### config.mk
export PLATFORM = sky130hd
export DESIGN_NAME = tick_led_sequencer_flat
export DESIGN_NICKNAME = d
export VERILOG_FILES = /design/src/rtl/tick_led_sequencer_if.sv /design/src/rtl/tick_led_sequencer.sv /design/src/flat_wrapper.sv
export SDC_FILE = /design/constraint.sdc
export NUM_CORES = 1
export LEC_CHECK = 0
export CAP_MARGIN = 30
export CORE_MARGIN = 3
export CORE_UTILIZATION = 45
export CTS_CLUSTER_SIZE = 16
export DETAILED_ROUTE_END_ITERATION = 12
export PLACE_DENSITY = 0.75
export SLEW_MARGIN = 10
export SYNTH_ARGS = -nofsm -noshare
export SYNTH_HDL_FRONTEND = slang
export SYNTH_SLANG_ARGS = --single-unit
### constraint.sdc
create_clock -name clk -period 1.7 [get_ports clk]
set_input_delay 0.34 -clock clk [delete_from_list [all_inputs] [get_ports clk]]
set_output_delay 0.34 -clock clk [all_outputs]
set_load 0.03 [all_outputs]
### src/rtl/tick_led_sequencer_if.sv
// ---------------------------------------------------------------------------
// tick_led_sequencer_if
//   Bundles the slow-clock input, the control inputs and the LED outputs of
//   tick_led_sequencer. The clock and reset stay plain ports on the module.
//
//   Signals
//     clk_slow    prescaler square wave, treated as an asynchronous level
//     en          1 = ticks advance pattern/count, 0 = freeze
//     mode        00 hold, 01 rotate left, 10 rotate right, 11 bounce
//     tick        1-cycle pulse per accepted rising edge of clk_slow
//     leds        current W-bit LED pattern
//     step_count  number of applied steps, wraps modulo 2^C
//
//   Modports
//     master  drives clk_slow/en/mode, observes tick/leds/step_count
//     slave   the sequencer itself
// ---------------------------------------------------------------------------
interface tick_led_sequencer_if #(
  parameter int W = 4,
  parameter int C = 8
);
  logic         clk_slow;
  logic         en;
  logic [1:0]   mode;
  logic         tick;
  logic [W-1:0] leds;
  logic [C-1:0] step_count;

  modport master (
    output clk_slow, en, mode,
    input  tick, leds, step_count
  );

  modport slave (
    input  clk_slow, en, mode,
    output tick, leds, step_count
  );
endinterface

### src/rtl/tick_led_sequencer.sv
// ---------------------------------------------------------------------------
// tick_led_sequencer
//   Synchronises the prescaler's slow square wave into the clk domain,
//   detects its rising edges and emits a registered 1-cycle tick per edge.
//   Each tick (when enabled and not in hold mode) advances a W-bit LED
//   pattern and increments a C-bit step counter.
//
//   Ports
//     clk   system clock, all state on posedge
//     rst   synchronous, active-high reset
//     bus   tick_led_sequencer_if.slave: clk_slow, en, mode in;
//           tick, leds, step_count out
//
//   Parameters
//     W     LED pattern width (>= 2)
//     C     step_count width
//     INIT  pattern loaded on reset
// ---------------------------------------------------------------------------
module tick_led_sequencer #(
  parameter int           W    = 4,
  parameter int           C    = 8,
  parameter logic [W-1:0] INIT = {{(W-1){1'b0}}, 1'b1}
) (
  input  logic                  clk,
  input  logic                  rst,
  tick_led_sequencer_if.slave   bus
);

  typedef enum logic [1:0] {
    MODE_HOLD   = 2'b00,
    MODE_ROT_L  = 2'b01,
    MODE_ROT_R  = 2'b10,
    MODE_BOUNCE = 2'b11
  } mode_t;

  typedef enum logic {
    DIR_LEFT  = 1'b0,
    DIR_RIGHT = 1'b1
  } dir_t;

  // Synchroniser and edge-detect state
  logic s1, s2, prev;
  // fill1/fill2 mark that s1/s2 hold a real post-reset sample of clk_slow,
  // so the reset value of s2 is never mistaken for a low level.
  logic fill1, fill2;
  logic armed;
  logic rise_det;

  // Pattern state
  logic         tick_q;
  logic [W-1:0] leds_q,  leds_nxt;
  logic [C-1:0] count_q, count_nxt;
  dir_t         dir_q,   dir_nxt;
  mode_t        mode;

  assign mode     = mode_t'(bus.mode);
  assign rise_det = s2 & ~prev & armed;

  // NOTE: sequential state is written with non-blocking assignments so every
  // flop samples the pre-edge values of the others (s1 -> s2 -> prev shifts
  // by exactly one stage per clock).
  always_ff @(posedge clk) begin
    if (rst) begin
      s1      <= 1'b0;
      s2      <= 1'b0;
      prev    <= 1'b0;
      fill1   <= 1'b0;
      fill2   <= 1'b0;
      armed   <= 1'b0;
      tick_q  <= 1'b0;
      leds_q  <= INIT;
      count_q <= '0;
      dir_q   <= DIR_LEFT;
    end else begin
      s1      <= bus.clk_slow;
      s2      <= s1;
      prev    <= s2;
      fill1   <= 1'b1;
      fill2   <= fill1;
      // A level held high through reset must first be seen low before any
      // rise can count.
      if (fill2 && !s2)
        armed <= 1'b1;
      tick_q  <= rise_det;
      leds_q  <= leds_nxt;
      count_q <= count_nxt;
      dir_q   <= dir_nxt;
    end
  end

  // NOTE: every output of this block gets a default first; without it a
  // path that skips an assignment would infer a latch.
  always_comb begin
    leds_nxt  = leds_q;
    count_nxt = count_q;
    dir_nxt   = dir_q;
    if (rise_det && bus.en && (mode != MODE_HOLD)) begin
      count_nxt = count_q + C'(1);
      case (mode)
        MODE_ROT_L: leds_nxt = {leds_q[W-2:0], leds_q[W-1]};
        MODE_ROT_R: leds_nxt = {leds_q[0], leds_q[W-1:1]};
        MODE_BOUNCE: begin
          // Zero-fill shifts: an all-zero pattern stays all-zero.
          case (dir_q)
            DIR_LEFT: begin
              if (leds_q[W-1]) begin
                dir_nxt  = DIR_RIGHT;
                leds_nxt = leds_q >> 1;
              end else begin
                leds_nxt = leds_q << 1;
              end
            end
            DIR_RIGHT: begin
              if (leds_q[0]) begin
                dir_nxt  = DIR_LEFT;
                leds_nxt = leds_q << 1;
              end else begin
                leds_nxt = leds_q >> 1;
              end
            end
            default: dir_nxt = DIR_LEFT;
          endcase
        end
        default: leds_nxt = leds_q;
      endcase
    end
  end

  assign bus.tick       = tick_q;
  assign bus.leds       = leds_q;
  assign bus.step_count = count_q;

endmodule

### src/flat_wrapper.sv
// flat-port wrapper written by rule: the top's interface ports become plain ports
module tick_led_sequencer_flat 
#(
  parameter int           W    = 4,
  parameter int           C    = 8,
  parameter logic [W-1:0] INIT = {{(W-1){1'b0}}, 1'b1}
)
  (clk, rst, bus_clk_slow, bus_en, bus_mode, bus_tick, bus_leds, bus_step_count);
  tick_led_sequencer_if #(.W(W), .C(C)) bus_i ();
  input  logic clk;
  input  logic rst;
  input wire logic [$bits(bus_i.clk_slow)-1:0] bus_clk_slow;
  input wire logic [$bits(bus_i.en)-1:0] bus_en;
  input wire logic [$bits(bus_i.mode)-1:0] bus_mode;
  output wire logic [$bits(bus_i.tick)-1:0] bus_tick;
  output wire logic [$bits(bus_i.leds)-1:0] bus_leds;
  output wire logic [$bits(bus_i.step_count)-1:0] bus_step_count;
  assign bus_i.clk_slow = bus_clk_slow;
  assign bus_i.en = bus_en;
  assign bus_i.mode = bus_mode;
  assign bus_tick = bus_i.tick;
  assign bus_leds = bus_i.leds;
  assign bus_step_count = bus_i.step_count;
  tick_led_sequencer #(.W(W), .C(C), .INIT(INIT)) u_core (.clk(clk), .rst(rst), .bus(bus_i));
endmodule
Yosys cells after proc, flatten, opt, wreduce, memory -nomap -nowiden
Index checks and enable logic that the tools add are counted.
{"block": "op_classes", "n_addsub": 1, "n_eq_ne": 3, "mux": 8, "bitwise_logic": 4, "reduce_logical": 8}
{"operator": "case mux 4 bit (3 select lines)", "count": 1}
{"operator": "adder 8 x 1 -> 8 bit, second input constant", "count": 1}
{"operator": "2-to-1 mux 4 bit", "count": 2}
{"operator": "case mux 4 bit (2 select lines)", "count": 1}
{"operator": "equality test 2 bit, second input constant", "count": 2}
{"operator": "AND reduction 2 bit", "count": 2}
{"operator": "logical AND 1 bit", "count": 3}
{"operator": "2-to-1 mux 1 bit", "count": 3}
{"operator": "nonzero test 3 bit", "count": 1}
{"operator": "bitwise AND 1 bit", "count": 2}
{"operator": "equality test 2 x 1 -> 1 bit, second input constant", "count": 1}
{"operator": "NOT 1 bit", "count": 2}
{"operator": "case mux 1 bit (2 select lines)", "count": 1}
{"operator": "nonzero test 2 bit", "count": 1}
{"operator": "zero test 1 bit", "count": 1}
{"block": "word_totals", "register_bits": 20, "input_bits": 6, "wordCells": 34}

Depth between registers and ports, before layout
{"block": "logic_depth", "word_depth": 6, "depth_mapped": 5}

Worst setup path after synthesis
Ideal clock, no wire load.
{"block": "synth_path", "kind": "register -> register", "startpoint": "reg u_core.count_q[2] (netlist: u_core.bus.step_count[2])", "endpoint": "reg u_core.count_q[5] (netlist: u_core.bus.step_count[5])", "setup_ns": 0.128, "arrival_ns": 1.251, "slack_ns": 0.322, "stages_incl_launch_ff": 5, "path_buffers": 0, "period_less_slack_ns": 1.378, "cell_sequence": "dfxtp_1 > nand3_1 > nor4_2 > xnor2_1 > nor2_1"}
{"block": "synth_between", "elab_chain_len": 1}
{"element": "start, declared", "line_no": "tick_led_sequencer.sv:52", "source": "logic [C-1:0] count_q, count_nxt;"}
{"element": "start signal, assigned", "line_no": "tick_led_sequencer.sv:86", "source": "count_q <= count_nxt;"}
{"element": "adder 8 x 1 -> 8 bit", "line_no": "tick_led_sequencer.sv:98", "source": "count_nxt = count_q + C'(1);"}
Every way passes these cells.
A chain may end at the register's enable or synchronous reset.

Worst setup path after layout
{"block": "layout_path", "startpoint": "reg u_core.tick_q (netlist: u_core.bus.tick)", "endpoint": "out bus_tick"}
{"element": "start, declared", "line_no": "tick_led_sequencer.sv:50", "source": "logic tick_q;"}
{"element": "start signal, assigned", "line_no": "tick_led_sequencer.sv:84", "source": "tick_q <= rise_det;"}
{"element": "end, declared", "line_no": "flat_wrapper.sv:15", "source": "output wire logic [$bits(bus_i.tick)-1:0] bus_tick;"}
No word-level cell between the ends.

==> out/summary.txt <==
=======================================================================================
Delay-heaviest family, CP ................................................ buffers and inverters
Top FF cell, synth .......................................................      dfxtp_1
Worst-case headroom to the max-slew limit ................................        77.1%
Syn-to-layout area delta .................................................        31.2%
Category of the worst setup path capture point ........................... primary output
Netlist area before placement ............................................      890 um2
Overall die width ........................................................      50.5 um
Post-synthesis register bit count ........................................           20
Gr ovfl total ............................................................            0
Reg2reg path depth .......................................................            4
Result of the run ........................................................ complete, no violations
Number of synthesized flops with an enable pin ...........................            0
Fin cells ................................................................          146
Post-route clock skew ....................................................   0.00849 ns
Number of max-slew violations in the final report ........................            0
Core Box Area ............................................................     1800 um2
Min-Delay Path Depth .....................................................            1
Aggregate negative setup slack ...........................................         0 ns
Number of nets in the layout .............................................          129
Data required time at the worst endpoint .................................      1.36 ns
Actual slew at the worst max-slew pin ....................................     0.344 ns
Total length of routed wires .............................................      1920 um
Maximum number of pins on one net before global-route repair .............           13
Top cell types by occurrence after synthesis ............................. dfxtp_1 (20), nor2_1 (12), a21oi_1 (6), xnor2_1 (6)
Cell with the largest stage delay on the worst path ...................... clkdlybuf4s50_1
Top area cells in the synthesized netlist ................................ dfxtp_1 (45%), xnor2_1 (5.9%), nor2_1 (5.1%)
Share of post-route cells with drive strength above 1 ....................        15.7%
Share of cell area taken by muxes after synthesis ........................        1.27%
Worst skew pair latency ..................................................      0.30 ns
Antenna-violating nets left ..............................................            0
Crit Path Max Fanout .....................................................            1
Setup Crit Path Kind ..................................................... flip-flop to primary output
Utilization after layout .................................................        64.8%
Stage delay of the slowest cell on the critical path .....................      0.66 ns
Proportion of synthesized chip area in sequential cells ..................        45.0%
Buffer type at the clock tree root .......................................     clkbuf_4
Longest Clk Path Bufs ....................................................            2
Dominant combinational cell family by area after synthesis ............... simple AND/OR/NAND/NOR gates
Setup repair after global routing missed its margin ......................           no
Routed via count .........................................................          801
Critical Path Start Type .................................................    flip-flop
Post-DP HPWL .............................................................      1410 um
Post-route minimum period ................................................      1.63 ns
Port Buffers .............................................................           18
Ordered list of cells on the worst path .................................. clkdlybuf4s50_1
Via count of the first global-routing pass ...............................          771
Cell total after placement ...............................................          142
Area share of the leading cell type in the synthesized netlist ...........        45.0%
Post-Route Hold Slack ....................................................     0.455 ns
Clock tree from TritonCTS ................................................         done
Syn_nets .................................................................          104
Fraction of the mapped netlist area in compound gates ....................        13.6%
GRT Resource Usage Total .................................................        17.9%
Wire length of the first global-routing pass .............................      3440 um
Xor-xnor portion of the synthesized cell area ............................        5.91%
Htree depth ..............................................................            1
Number of distinct library cells after synthesis .........................           35
Capture endpoint of the worst hold path .................................. u_core.fill2
Average cell area after synthesis ........................................     9.17 um2
Iteration count of the initial detailed-routing pass .....................            4
Vias/cell ................................................................         5.49
Antenna violations before repair .........................................            0
Syn Inst Count ...........................................................           97
Share of synthesized registers carrying an async set or reset ............           0%
Layout filler cell count .................................................          179
Initial Util .............................................................        49.4%
Synthesis warning total ..................................................            0
Share of the clock period used by the worst path after layout ............        95.7%
Number of violations reported at the end of detailed-routing iteration 0 .           22
Hold buffers post-CTS ....................................................            0
Worst min-delay path class ............................................... flip-flop to flip-flop
Number of clock sinks ....................................................           20
Simple-gate share of the synthesized area ................................        28.4%
Die area .................................................................     2550 um2
CTS buffer count .........................................................            3
Drt wl/cell ..............................................................      13.1 um
Maximum capacitance violations ...........................................            0
CTS clk-pin slew, worst paths ............................................      0.11 ns
Reg-to-reg startpoint .................................................... u_core.armed
Adder and majority gate portion of the synthesized area ..................        1.41%
Dominant cell type by area after synthesis ...............................      dfxtp_1
Site Rows ................................................................           15
WP depth .................................................................            1
Setup slack of the worst register-to-register path .......................      0.37 ns
Fin. Hold Viols ..........................................................            0
Startpoint of the lowest-slack hold path ................................. u_core.fill1
Worst IR Drop VDD ........................................................     0.791 mV
Instance area after placement ............................................     1130 um2
Number of buffers and inverters on the critical path .....................            1
Number of top-level pins .................................................           19
Capture point of the worst reg-to-reg path ............................... u_core.bus.leds[1]
Placer's final routability congestion estimate ...........................        0.756
Total of endpoints with negative setup slack in the final report .........            0
Die height ...............................................................      50.5 um
Non-Filler Cell Area, Final ..............................................     1170 um2
Pwr per Cell Area ........................................................   797 nW/um2
Post-route DRC ...........................................................            0
Crit path DAT ............................................................      1.29 ns
Static Leak ..............................................................     0.471 nW
Number of diodes added for antenna fixing ................................            0
Maximum clock rate .......................................................      614 MHz
Cell with the most instances after synthesis .............................      dfxtp_1
=======================================================================================
-- per-stage QoR --
stage,setup slack (ns),power [mW]
final,0.0725,0.931
after global routing,0.00852,0.984
after CTS,0.0194,0.942
after detailed placement,-0.0442,0.558
after global placement,-0.0301,0.557
after floorplan,0.322,0.530
-- power by group --
| group | internal, mW | switching, mW |
|---|---|---|
| clock network | 0.238 | 0.145 |
| logic | 0.0316 | 0.0333 |
| registers | 0.477 | 0.00595 |
-- layout make-up --
class / count / area [um2] / area share, %
Multi-Input combinational cell: 69 / 450 / 38.6
Sequential cell: 20 / 400 / 34.3
Timing Repair Buffer: 25 / 221 / 19.0
Tap cell: 25 / 31.3 / 2.68
Clock inverter: 1 / 30.0 / 2.57
Clock buffer: 3 / 22.5 / 1.93
Inverter: 3 / 11.3 / 0.965
-- cell usage in the layout (no fill, tap or decap) --
master,n
mux2_2,1
nor4_1,1
nor2_2,1
bufinv_16,1
nand4_1,2
nand2_1,5
nor3b_1,1
inv_1,3
nand4b_4,1
clkbuf_4,3
clkdlybuf4s50_1,6
a21o_1,1
a221oi_1,1
o41ai_1,1
a211oi_1,1
a21oi_1,6
nand3_1,4
o311ai_1,1
dfxtp_1,20
xnor2_1,6
nor2_1,12
o21ai_2,1
or2_2,1
a32oi_1,1
a31o_2,1
dlymetal6s2s_1,1
nor2b_1,3
nor4b_1,1
and4b_1,1
nand2b_1,3
buf_4,7
o21ai_0,2
a31oi_1,1
o31ai_1,1
nor4_2,2
ha_1,1
dlygate4sd2_1,11
nor3_1,5
-- registers in the layout (all words and copies together) (netlist names) --
signal	flops
u_core.prev	1
u_core.bus.step_count	8
u_core.bus.tick	1
u_core.fill2	1
u_core.s1	1
u_core.armed	1
u_core.fill1	1
u_core.dir_q	1
u_core.bus.leds	4
u_core.s2	1
-- metal layers --
metal,vias up,part of all wire (%),track usage [%]
met1,387,44,21.1
met3,2,3.3,5.34
li1,396,-,-
met5,-,0,0
met4,0,0.68,5.38
met2,16,52,30.9
-- worst max-delay path by stage --
stage	endpoint	slack, ns	from
final	bus_tick	0.07	u_core.bus.tick
after global routing	bus_tick	0.009	u_core.bus.tick
after CTS	bus_leds[0]	0.02	u_core.bus.leds[0]
after detailed placement	u_core.bus.step_count[7]	-0.04	bus_en
after global placement	u_core.bus.step_count[7]	-0.03	bus_en
after floorplan	u_core.bus.step_count[5]	0.32	u_core.bus.step_count[2]
-- cell families after synthesis --
| kind of cell | Yosys count |
|---|---|
| adders and majority gates | 1 |
| buffers and inverters | 8 |
| AOI/OAI and AO/OA | 18 |
| muxes | 1 |
| DFF | 20 |
| xor gates and xnor gates | 6 |
| and+or+nand+nor | 43 |
-- what timing repair did --
item                                    4_1_cts  5_1_grt
resized for setup                            11        1
endpoints found under the setup margin       11        1
buffers inserted                              0        0
(Power assumes the default switching activity.)
